**src/rtl/bufer_ex_mem_if.sv**
```systemverilog
// EX/MEM buffer bus: EX-side input bundle, MEM-side output bundle,
// and the forwarding/branch taps driven from the head entry.
interface bufer_ex_mem_if #(
    parameter int DATA_W = 32,
    parameter int REG_W  = 5
);
    logic              in_valid;
    logic              in_ready;
    logic [DATA_W-1:0] in_alu;
    logic [DATA_W-1:0] in_wdata;
    logic [DATA_W-1:0] in_target;
    logic              in_zero;
    logic [REG_W-1:0]  in_rd;
    logic [4:0]        in_ctrl;

    logic              out_valid;
    logic              out_ready;
    logic [DATA_W-1:0] out_alu;
    logic [DATA_W-1:0] out_wdata;
    logic [DATA_W-1:0] out_target;
    logic              out_zero;
    logic [REG_W-1:0]  out_rd;
    logic [4:0]        out_ctrl;

    logic              pc_src;
    logic              fwd_regwrite;
    logic [REG_W-1:0]  fwd_rd;

    modport master (
        output in_valid, in_alu, in_wdata, in_target,
        output in_zero, in_rd, in_ctrl, out_ready,
        input  in_ready, out_valid, out_alu, out_wdata,
        input  out_target, out_zero, out_rd, out_ctrl,
        input  pc_src, fwd_regwrite, fwd_rd
    );

    modport slave (
        input  in_valid, in_alu, in_wdata, in_target,
        input  in_zero, in_rd, in_ctrl, out_ready,
        output in_ready, out_valid, out_alu, out_wdata,
        output out_target, out_zero, out_rd, out_ctrl,
        output pc_src, fwd_regwrite, fwd_rd
    );
endinterface

```
**src/rtl/bufer_ex_mem.sv**
```systemverilog
// EX/MEM pipeline register: two-entry skid buffer (main + skid)
// with valid/ready handshakes and synchronous flush.
module bufer_ex_mem #(
    parameter int DATA_W = 32,
    parameter int REG_W  = 5
) (
    input logic          clk,
    input logic          rst_n,
    input logic          flush,
    bufer_ex_mem_if.slave bus
);
    typedef struct packed {
        logic [DATA_W-1:0] alu;
        logic [DATA_W-1:0] wdata;
        logic [DATA_W-1:0] target;
        logic              zero;
        logic [REG_W-1:0]  rd;
        logic [4:0]        ctrl;
    } entry_t;

    typedef enum logic [1:0] {
        EMPTY,
        ONE,
        FULL
    } state_t;

    state_t r_state;
    state_t w_next;
    entry_t r_main;
    entry_t r_skid;
    entry_t w_in;

    logic w_main_valid;
    logic w_skid_valid;
    logic w_accept;
    logic w_emit;
    logic w_ld_main_in;
    logic w_ld_main_skid;
    logic w_ld_skid;

    assign w_main_valid = (r_state != EMPTY);
    assign w_skid_valid = (r_state == FULL);

    // in_ready comes straight from state, never from out_ready
    assign bus.in_ready = !w_skid_valid;

    assign w_accept = bus.in_valid & !w_skid_valid;
    assign w_emit   = w_main_valid & bus.out_ready;

    assign w_in.alu    = bus.in_alu;
    assign w_in.wdata  = bus.in_wdata;
    assign w_in.target = bus.in_target;
    assign w_in.zero   = bus.in_zero;
    assign w_in.rd     = bus.in_rd;
    assign w_in.ctrl   = bus.in_ctrl;

    always_comb begin
        w_next         = r_state;
        w_ld_main_in   = 1'b0;
        w_ld_main_skid = 1'b0;
        w_ld_skid      = 1'b0;
        if (flush) begin
            w_next = EMPTY;
        end else begin
            case (r_state)
                EMPTY: begin
                    if (w_accept) begin
                        w_ld_main_in = 1'b1;
                        w_next       = ONE;
                    end
                end
                ONE: begin
                    if (w_emit && w_accept) begin
                        w_ld_main_in = 1'b1;
                    end else if (w_emit) begin
                        w_next = EMPTY;
                    end else if (w_accept) begin
                        w_ld_skid = 1'b1;
                        w_next    = FULL;
                    end
                end
                FULL: begin
                    if (w_emit) begin
                        w_ld_main_skid = 1'b1;
                        w_next         = ONE;
                    end
                end
                default: w_next = EMPTY;
            endcase
        end
    end

    always_ff @(posedge clk) begin
        if (!rst_n) begin
            r_state <= EMPTY;
        end else begin
            r_state <= w_next;
        end
    end

    // Flush leaves data in place; only reset zeroes it
    always_ff @(posedge clk) begin
        if (!rst_n) begin
            r_main <= '0;
            r_skid <= '0;
        end else begin
            if (w_ld_main_in) begin
                r_main <= w_in;
            end else if (w_ld_main_skid) begin
                r_main <= r_skid;
            end
            if (w_ld_skid) begin
                r_skid <= w_in;
            end
        end
    end

    assign bus.out_valid  = w_main_valid;
    assign bus.out_alu    = r_main.alu;
    assign bus.out_wdata  = r_main.wdata;
    assign bus.out_target = r_main.target;
    assign bus.out_zero   = r_main.zero;
    assign bus.out_rd     = r_main.rd;
    assign bus.out_ctrl   = r_main.ctrl;

    assign bus.pc_src       = w_main_valid & r_main.ctrl[0] & r_main.zero;
    assign bus.fwd_regwrite = w_main_valid & r_main.ctrl[4];
    assign bus.fwd_rd       = r_main.rd;
endmodule

```
**src/flat_wrapper.sv**
```systemverilog
// flat-port wrapper written by rule: the top's interface ports become plain ports
module bufer_ex_mem_flat 
#(
    parameter int DATA_W = 32,
    parameter int REG_W  = 5
)
  (clk, rst_n, flush, bus_in_valid, bus_in_alu, bus_in_wdata, bus_in_target, bus_in_zero, bus_in_rd, bus_in_ctrl, bus_out_ready, bus_in_ready, bus_out_valid, bus_out_alu, bus_out_wdata, bus_out_target, bus_out_zero, bus_out_rd, bus_out_ctrl, bus_pc_src, bus_fwd_regwrite, bus_fwd_rd);
  bufer_ex_mem_if #(.DATA_W(DATA_W), .REG_W(REG_W)) bus_i ();
  input logic clk;
  input logic rst_n;
  input logic flush;
  input wire logic [$bits(bus_i.in_valid)-1:0] bus_in_valid;
  input wire logic [$bits(bus_i.in_alu)-1:0] bus_in_alu;
  input wire logic [$bits(bus_i.in_wdata)-1:0] bus_in_wdata;
  input wire logic [$bits(bus_i.in_target)-1:0] bus_in_target;
  input wire logic [$bits(bus_i.in_zero)-1:0] bus_in_zero;
  input wire logic [$bits(bus_i.in_rd)-1:0] bus_in_rd;
  input wire logic [$bits(bus_i.in_ctrl)-1:0] bus_in_ctrl;
  input wire logic [$bits(bus_i.out_ready)-1:0] bus_out_ready;
  output wire logic [$bits(bus_i.in_ready)-1:0] bus_in_ready;
  output wire logic [$bits(bus_i.out_valid)-1:0] bus_out_valid;
  output wire logic [$bits(bus_i.out_alu)-1:0] bus_out_alu;
  output wire logic [$bits(bus_i.out_wdata)-1:0] bus_out_wdata;
  output wire logic [$bits(bus_i.out_target)-1:0] bus_out_target;
  output wire logic [$bits(bus_i.out_zero)-1:0] bus_out_zero;
  output wire logic [$bits(bus_i.out_rd)-1:0] bus_out_rd;
  output wire logic [$bits(bus_i.out_ctrl)-1:0] bus_out_ctrl;
  output wire logic [$bits(bus_i.pc_src)-1:0] bus_pc_src;
  output wire logic [$bits(bus_i.fwd_regwrite)-1:0] bus_fwd_regwrite;
  output wire logic [$bits(bus_i.fwd_rd)-1:0] bus_fwd_rd;
  assign bus_i.in_valid = bus_in_valid;
  assign bus_i.in_alu = bus_in_alu;
  assign bus_i.in_wdata = bus_in_wdata;
  assign bus_i.in_target = bus_in_target;
  assign bus_i.in_zero = bus_in_zero;
  assign bus_i.in_rd = bus_in_rd;
  assign bus_i.in_ctrl = bus_in_ctrl;
  assign bus_i.out_ready = bus_out_ready;
  assign bus_in_ready = bus_i.in_ready;
  assign bus_out_valid = bus_i.out_valid;
  assign bus_out_alu = bus_i.out_alu;
  assign bus_out_wdata = bus_i.out_wdata;
  assign bus_out_target = bus_i.out_target;
  assign bus_out_zero = bus_i.out_zero;
  assign bus_out_rd = bus_i.out_rd;
  assign bus_out_ctrl = bus_i.out_ctrl;
  assign bus_pc_src = bus_i.pc_src;
  assign bus_fwd_regwrite = bus_i.fwd_regwrite;
  assign bus_fwd_rd = bus_i.fwd_rd;
  bufer_ex_mem #(.DATA_W(DATA_W), .REG_W(REG_W)) u_core (.clk(clk), .rst_n(rst_n), .flush(flush), .bus(bus_i));
endmodule
```
**config.mk**
```make
export PLATFORM = sky130hd
export DESIGN_NAME = bufer_ex_mem_flat
export DESIGN_NICKNAME = d
export VERILOG_FILES = /design/src/rtl/bufer_ex_mem_if.sv /design/src/rtl/bufer_ex_mem.sv /design/src/flat_wrapper.sv
export SDC_FILE = /design/constraint.sdc
export NUM_CORES = 1
export LEC_CHECK = 0
export BUFFER_PORTS_ARGS = -buffer_cell sky130_fd_sc_hd__buf_2
export CORE_UTILIZATION = 49
export DETAILED_ROUTE_END_ITERATION = 8
export MAX_ROUTING_LAYER = met4
export PLACE_DENSITY = 0.75
export SLEW_MARGIN = 20
export SYNTH_ARGS = -nofsm -noshare
export SYNTH_HDL_FRONTEND = slang
export SYNTH_SLANG_ARGS = --single-unit
```
**constraint.sdc**
```tcl
create_clock -name clk -period 1.8 [get_ports clk]
set_clock_uncertainty 0.2 [all_clocks]
set_input_delay 0.27 -clock clk [delete_from_list [all_inputs] [get_ports clk]]
set_output_delay 0.27 -clock clk [all_outputs]
set_load 0.05 [all_outputs]
```
; ---- After elaboration in Yosys (flattened, before gate mapping)
; Cells that the tools add are included.
[op_classes]
mux = 19
bitwise_logic = 6
n_reduce_logical = 7
n_eq_ne = 6
[ops]
columns = op, count
row1 = 107-bit 2-to-1 mux, 2
row2 = 1-bit 2-to-1 mux, 10
row3 = 2-bit 2-to-1 mux, 5
row4 = 2-bit case mux with 3 select lines, 1
row5 = 1-bit AND, 5
row6 = 2-bit inequality test (second input constant), 2
row7 = 4-bit AND reduction, 1
row8 = 2-bit nonzero test, 2
row9 = 3-bit by 1-bit inequality test with 1-bit output (second input constant), 1
row10 = 2-bit by 1-bit == test with 1-bit output (second input constant), 1
row11 = 2-bit == test (second input constant), 1
row12 = 2-bit zero test, 1
row13 = 2-bit by 1-bit inequality test with 1-bit output (second input constant), 1
row14 = 1-bit case mux with 2 select lines, 1
row15 = 2-bit OR reduction, 1
row16 = 1-bit logical AND, 1
row17 = 1-bit zero test, 1
row18 = 1-bit NOT, 1
[word_totals]
out_inout_bits = 116
register_bits = 216

; ---- Depth between registers and ports, before layout
; Gate-level depths: netlist (run 1).
[logic_depth]
depth_word = 8
mapped_depth = 7

; ---- Least setup slack after synthesis (run 1)
; Ideal clock, no wire load.
[synth_timing]
kind = register to register
startpoint = reg u_core.r_state[1]
endpoint = reg u_core.r_main (netlist bit u_core.bus.fwd_rd[4])
arrival_ns = 1.401
path_slack_ns = 0.077
setup_ns = 0.123
stages_incl_launch_ff = 8
path_buffers = 4
cell_sequence = dfxtp_1 > buf_6 > or3b_1 > buf_2 > buf_6 > buf_6 > o211ai_2 > a21boi_1
[synth_via]
elab_chain_len = 8
elab_cells_between_ends = 17
cone_classes = eq/ne: 2 / mux: 8 / bitwise: 2 / reduce/logical: 5
[synth_rtl]
columns = item, line
row1 = from (decl), bufer_ex_mem.sv:27  ; state_t r_state;
row2 = from (signal assigned), bufer_ex_mem.sv:97  ; r_state <= w_next;
row3 = 2-bit == test, "bufer_ex_mem.sv:42, bufer_ex_mem.sv:65"
row4 = 1-bit zero test, bufer_ex_mem.sv:47  ; assign w_accept = bus.in_valid & !w_skid_valid;
row5 = 1-bit AND, bufer_ex_mem.sv:47
row6 = 1-bit logical AND, bufer_ex_mem.sv:73  ; if (w_emit && w_accept) begin
row7 = 1-bit 2-to-1 mux, bufer_ex_mem.sv:73
row8 = 1-bit case mux with 2 select lines, bufer_ex_mem.sv:65  ; case (r_state)
row9 = 1-bit 2-to-1 mux, bufer_ex_mem.sv:62  ; if (flush) begin
row10 = 107-bit 2-to-1 mux or 2-bit nonzero test (tied branches), --
row11 = to (signal assigned), bufer_ex_mem.sv:108  ; r_main <= w_in;
row12 = to (signal assigned), bufer_ex_mem.sv:110  ; r_main <= r_skid;
row13 = to (decl), bufer_ex_mem.sv:29  ; entry_t r_main;
; Several ways; a longest one is shown, not always the timed one.
; A chain may end at the register's enable or synchronous reset.

; ---- Worst setup path after layout (run 1)
[layout_timing]
startpoint = reg u_core.r_state[1]
endpoint = reg u_core.r_main (netlist bit u_core.bus.out_wdata[10])
; Same word-level chain as after synthesis.

==> reports/qor.yml, run 1 <==
final_cell_area_um2: 15600
worstSetupEndpointType: "flip-flop"
io_buffers: 227
dieArea_um2: 21400
core_area_um2: 20400
slew_violations: 0
multi_input_area_um2: 5850
synth_top_family_by_area: "compound AO/OA/AOI/OAI gates"
dpl_cell_area_um2: 11700
slew_headroom_pct: 71.6
die_height_um: 146
synth-xor-area-share_pct: 0
grt_max_degree: 107
synth_compound_area_share_pct: 43.1
seq_area_frac_synth_pct: 42.3
regArea_um2: 4330
syn_area_per_cell_um2: 9.96
cp.required_ns: 2.03
fin_crit_ns: 2.08
cts_inserted_buffers: 24
wl_per_cell_um: 22.1
power_leakage_nw: 5.65
syn_nets: 1138
final_nets: 1462
syn_to_final_growth_pct: 52.4
setup_tns_ns: -28.23
yosysUniqueCellTypes: 30
grt-ovfl-total: 0
use_met1_pct: 33.3
ios: 228
start_util_pct: 50.2
synth_cells: 1026
cp_max_fo: 7
rr_startpoint: "u_core.r_state[1]"
cts_buffer_depth: 3
synthArstFlopShare_pct: 0
r2r_end: "u_core.bus.out_wdata[10]"
fin_ws_ns: -0.283
drive_above_1_share_pct: 45.2
clock.fmax_ghz: 0.480
hold_viol_final: 0
tritoncts: "yes"
drt-initial-drc-count: 700
grt_use_met2_pct: 43.7
viasPerCell: 6.31
ant_nets: 0
std_cell_rows: 52
ir_drop_mv: 0.807
final.period_utilization_pct: 116
top_usage_layer: "met2"
holdPathEnd: "u_core.r_skid[4]"
root_buffer: "clkbuf_16"
holdWs_ns: 0.209
whs_path_depth: 4
synth_edf_count: 0
worstRegToRegCells: 10
pwr_density_cell_nw_per_um2: 800
drcViolationCount: 0
grt_usage_pct: 26.6
synth_ff_type: "dfxtp_1"
synth-adder-area-share_pct: 0
grt_pass1_vias: 9166
hold_class: "in -> reg"
place_congestion: 0.793
grt_pass1_wl_um: 46400
yosysWarnings: 0
max_cap_violations: 0
grt_setup_unrepaired: "yes"
cts.htree.levels: 1
clk_latency_ns: 0.51
power.total_mw: 12.5
first_pass_iters: 5
worst_pin_slew_ns: 0.426
num-fill-cells: 1208
hpwl_um: 16500
r2r_slack_ns: -0.28
ys_seq_elements: 216
crit_path_start_kind: "flip-flop"
num_vias: 10300
wl_um: 36100
violations: "setup timing"
yosys.area_share.simple_pct: 6.40
antenna_found_initial: 1
cts_sinks: 216
netlist_area_um2: 10200
hold_start: "flush"
outcome: "finished, violations left"
clkTransAtPathRegs_ns: 0.07
setup_viol: 218
die_width_um: 146
path_class: "reg -> reg"
crit_arrival_ns: 2.32
muxShareOfSynthArea_pct: 0.0979
use_met3_pct: 4.78
[critical path, stage by stage (launching register included)]
cell	delay [ns]
dfxtp_2	0.33
buf_4	0.13
buf_6	0.12
buf_6	0.11
nor3b_4	0.19
buf_6	0.20
buf_12	0.16
buf_12	0.11
clkbuf_16	0.14
a32oi_2	0.10
a21boi_1	0.19
[cell type report]
type | count | share of cell area [%]
sequential | 216 | 27.8
antenna | 1 | 0.0161
clock buffer | 34 | 4.68
tap | 270 | 2.17
clock inverter | 6 | 0.675
timing repair buffer | 445 | 27.1
multi-input combinational | 663 | 37.5
[how the worst max path moves through the flow]
stage,endpoint,from,depth (start not counted),slack (ns)
2_1_floorplan,u_core.bus.fwd_rd[4],u_core.r_state[1],7,0.08
3_3_place_gp,u_core.bus.fwd_rd[1],flush,5,0.04
3_5_place_dp,u_core.bus.fwd_rd[3],flush,5,0.03
4_1_cts,bus_pc_src,u_core.r_state[1],4,-0.21
5_1_grt,u_core.bus.out_wdata[10],u_core.r_state[1],10,-0.31
6_report,u_core.bus.out_wdata[10],u_core.r_state[1],10,-0.28
[cells in the mapped netlist (3+ instances only)]
| cell type | n | area share [%] |
|---|---|---|
| buf_1 | 6 | 0.22 |
| o21ai_0 | 47 | 2.3 |
| o21ai_1 | 60 | 2.9 |
| nand2b_1 | 3 | 0.18 |
| dfxtp_1 | 216 | 42 |
| buf_2 | 60 | 2.9 |
| buf_4 | 9 | 0.66 |
| a21boi_1 | 214 | 16 |
| o211ai_2 | 100 | 12 |
| nand3_1 | 107 | 5.2 |
| o211ai_1 | 7 | 0.51 |
| clkbuf_1 | 53 | 1.9 |
| buf_6 | 21 | 2.3 |
| a32oi_1 | 107 | 9.2 |
[what timing repair did]
action                                  in CTS  in global routing
hold buffers                               111                  0
endpoints found under the setup margin       4                217
cloned                                       0                 41
pin swaps                                    1                166
endpoints found under the hold margin      216                  0
resized for setup                           19                228
setup buffers                                3                 14
[layer usage]
| layer | wire length (um) | part of all wire [%] |
|---|---|---|
| met5 | 0 | 0 |
| met4 | 1090 | 3.0 |
| met2 | 18100 | 50 |
| met1 | 14400 | 40 |
| met3 | 2470 | 6.9 |
[cells in the final DEF, fill, tap and decap left out, types with 2 or more instances in the layout]
cell,netlist,final
a21boi_1,214,194
a21boi_2,0,20
a32oi_1,107,82
a32oi_2,0,25
buf_12,0,40
buf_16,0,4
buf_2,60,221
buf_4,9,18
buf_6,21,14
buf_8,0,12
bufinv_16,0,3
clkbuf_1,53,2
clkbuf_16,0,50
clkbuf_8,0,7
clkinv_2,0,3
dfxtp_1,216,214
dfxtp_2,0,2
dlygate4sd3_1,0,111
nand2b_4,0,2
nand3_1,107,54
nand3_2,0,46
nand3_4,0,7
o211ai_1,7,7
o211ai_2,100,100
o21ai_0,47,10
o21ai_1,60,65
o21ai_2,0,32
or3b_4,0,3
[where the power goes]
part	internal (mW)	leakage, nW	switching, mW
Clock	3.22	0.415	2.00
Combinational	0.946	3.48	1.28
Sequential	4.92	1.75	0.101
[kinds of logic after synthesis]
| kind of cell | after synthesis |
|---|---|
| AOI/OAI and AO/OA | 538 |
| buffers and inverters | 149 |
| DFF | 216 |
| muxes | 1 |
| and+or+nand+nor | 122 |
[registers in the layout, indices dropped and copies added (netlist names)]
signal	cells
u_core.bus.out_alu	32
u_core.r_state	2
u_core.bus.out_zero	1
u_core.r_skid	107
u_core.bus.out_wdata	32
u_core.bus.out_ctrl	5
u_core.bus.fwd_rd	5
u_core.bus.out_target	32
[per-stage QoR]
step                worst slack (ns)  std cells  util [%]
floorplan                     0.0767       1026         -
global placement              0.0440       1425      57.3
detailed placement            0.0341       1425      57.3
CTS                           -0.206       1579      67.3
global route                  -0.312       1635      76.5
finish                        -0.283       1635      76.5
No activity file was read; power rests on OpenSTA's default activity.
==> inputs of run 2 (changes only) <==
- ABC_AREA: default -> 1
- BUFFER_PORTS_ARGS: -buffer_cell sky130_fd_sc_hd__buf_2 -> default
- CORE_UTILIZATION: 49 -> 50
- DONT_BUFFER_PORTS: default -> 1
- PLACE_DENSITY: 0.75 -> 0.67
==> reports/qor.yml, run 2 <==
pwr_density_cell_nw_per_um2: 897
synthArstFlopShare_pct: 0
clock.fmax_ghz: 0.542
yosysWarnings: 0
dieArea_um2: 20400
syn_to_final_growth_pct: 30.9
critPathLaunch: "u_core.r_state[1]"
first_pass_iters: 5
die_height_um: 143
r2r_slack_ns: -0.02
r2r_end: "u_core.bus.out_alu[31]"
start_util_pct: 51.0
io_buffers: 0
slew_violations: 0
ios: 228
wl_per_cell_um: 17.6
cts-hold-fix-buffers: 109
crit_end: "bus_out_valid"
largest_register_ffs: 107
ant_nets: 0
hold_viol_final: 215
power.total_mw: 11.6
slew_headroom_pct: 62.3
drt-initial-drc-count: 1032
hold_class: "in -> reg"
die_width_um: 143
grt_setup_unrepaired: "yes"
worstRegToRegCells: 8
viasPerCell: 5.61
cp.required_ns: 1.33
seq_area_frac_synth_pct: 43.7
antenna_found_initial: 1
yosysUniqueCellTypes: 18
path_cells: "buf_12 > nor2_4 > buf_4 > inv_6"
synth_ff_type: "dfxtp_1"
grt_pass1_vias: 9075
grt_usage_pct: 27.6
syn_nets: 1559
fin_util_pct: 66.8
worst-path-buf-inv: 3
holdWs_ns: -0.315
ir_drop_mv: 0.825
synth.area.top_cells: "dfxtp_1 (44%), nand4_1 (14%), nor2_1 (12%)"
cts_buffer_depth: 3
rr_startpoint: "u_core.r_state[1]"
cts_sinks: 216
top_register: "u_core.r_skid"
wl_um: 32100
cts.htree.levels: 1
root_buffer: "clkbuf_16"
num-fill-cells: 1664
tritoncts: "yes"
outcome: "finished, violations left"
clkTransAtPathRegs_ns: 0.06
grt_max_degree: 125
clk_latency_ns: 0.52
grt_pass1_wl_um: 44900
yosysMostFrequentCell: "nor2_1"
ys_seq_elements: 216
netlist_area_um2: 9890
crit_arrival_ns: 1.37
crit_slowest_cell: "dfxtp_4"
crit_family: "flip-flops"
violations: "hold timing, setup timing"
yosysTopAreaCell: "dfxtp_1"
setup_viol: 7
path_class: "reg -> out"
power_leakage_nw: 5.21
place_inst: 1646
cts_inserted_buffers: 24
synth_common_cells: "nor2_1 (325), inv_1 (220), dfxtp_1 (216), nand4_1 (216), nand2_1 (110)"
instances_no_fill: 1821
drive_above_1_share_pct: 12.2
worst_pin_slew_ns: 0.564
fin_crit_ns: 1.84
num_vias: 10200
cpPeakStageDelay_ns: 0.36
final.period_utilization_pct: 102
final_nets: 1649
std_cell_rows: 51
hpwl_um: 14800
place_congestion: 0.779
final_common_cell: "nor2_1"
final_cell_mix: "nor2_1 (278), inv_1 (216), nand4_1 (216), dfxtp_1 (214), nand2_1 (110)"
core_area_um2: 19400
grt-ovfl-total: 0
synth_edf_count: 0
crit_path_start_kind: "flip-flop"
crit_cells: 4
drcViolationCount: 0
synthDominantCellAreaShare_pct: 43.7
cp_max_fo: 4
syn_area_per_cell_um2: 6.84
worstSetupEndpointType: "output port"
fin_ws_ns: -0.0449
synth_cells: 1447
max_cap_violations: 0
[run 2: changes by cell type after synthesis, sizes merged, moves of 2 or more]
cell / before / now
a32oi: 107 / 0
inv: 0 / 223
buf: 96 / 70
nand2: 1 / 112
nand3: 107 / 5
or3b: 2 / 0
nand4: 0 / 216
o211ai: 107 / 0
nor2: 1 / 327
clkbuf: 53 / 62
a21oi: 1 / 108
a21boi: 214 / 0
nand2b: 3 / 0
[run 2: cells by family after synthesis]
kind of cell           after synthesis  share of synthesized area [%]
AND/OR/NAND/NOR                    661                           30.9
buffers and inverters              355                           14.6
flip-flops                         216                           43.7
AO/OA/AOI/OAI                      215                           10.9
[run 2: worst min-delay path by stage]
| stage | start | to | slack, ns | cells after the start |
|---|---|---|---|---|
| floorplan | bus_in_valid | u_core.r_state[1] | 0.21 | 2 |
| global placement | bus_in_valid | u_core.r_state[1] | 0.22 | 2 |
| detailed placement | rst_n | u_core.r_skid[26] | 0.23 | 2 |
| CTS | rst_n | u_core.r_skid[35] | -0.32 | 2 |
| global route | rst_n | u_core.r_skid[35] | -0.31 | 2 |
| finish | rst_n | u_core.r_skid[10] | -0.32 | 2 |
[run 2: stage by stage]
step,setup WS [ns],instance area (um2),hold slack (ns),setup TNS [ns]
floorplan,0.0583,9910,0.210,0
global placement,0.184,10400,0.218,0
detailed placement,0.140,10400,0.226,0
CTS,-0.0889,12300,-0.316,-0.265
global route,-0.0953,12900,-0.312,-1.91
finish,-0.0449,13000,-0.315,-0.191
[run 2: routing by layer]
| metal | share of wire, % | global-route usage, % | vias up |
|---|---|---|---|
| met5 | 0 | - | - |
| met3 | 8.7 | 5.87 | 71 |
| li1 | - | - | 4893 |
| met1 | 42 | 35.4 | 4789 |
| met4 | 2.7 | 8.77 | 0 |
| met2 | 47 | 43.2 | 471 |
[run 2: report_power, final]
part | total (mW) | switching, mW | internal, mW
clock | 4.90 | 2.02 | 2.88
combinational | 1.46 | 0.902 | 0.559
sequential | 5.25 | 0.322 | 4.93
[run 2: area by class of cell]
| type | instances | area, um2 | share of cell area [%] |
|---|---|---|---|
| Clock inverter | 9 | 73.8 | 0.570 |
| Tap cell | 265 | 332 | 2.56 |
| Clock buffer | 34 | 709 | 5.48 |
| Timing Repair Buffer | 194 | 2200 | 17.0 |
| Multi-Input combinational cell | 878 | 4450 | 34.3 |
| Inverter | 223 | 855 | 6.60 |
| Sequential cell | 216 | 4330 | 33.4 |
| Antenna cell | 2 | 5.00 | 0.0386 |
[run 2: timing repair]
action,CTS,global route
gates resized for setup,8,98
gates cloned,0,16
endpoints found under the hold margin,216,215
pin swaps,1,30
buffers inserted,2,5
setup endpoints to repair,4,216
[run 2: worst register-to-register path: stages (launching register included)]
cell,delay [ns]
dfxtp_4,0.36
buf_12,0.13
nor2_4,0.17
nand3_4,0.20
nand2_8,0.19
clkbuf_16,0.23
nor2_4,0.05
nor2_2,0.11
nor2_1,0.04
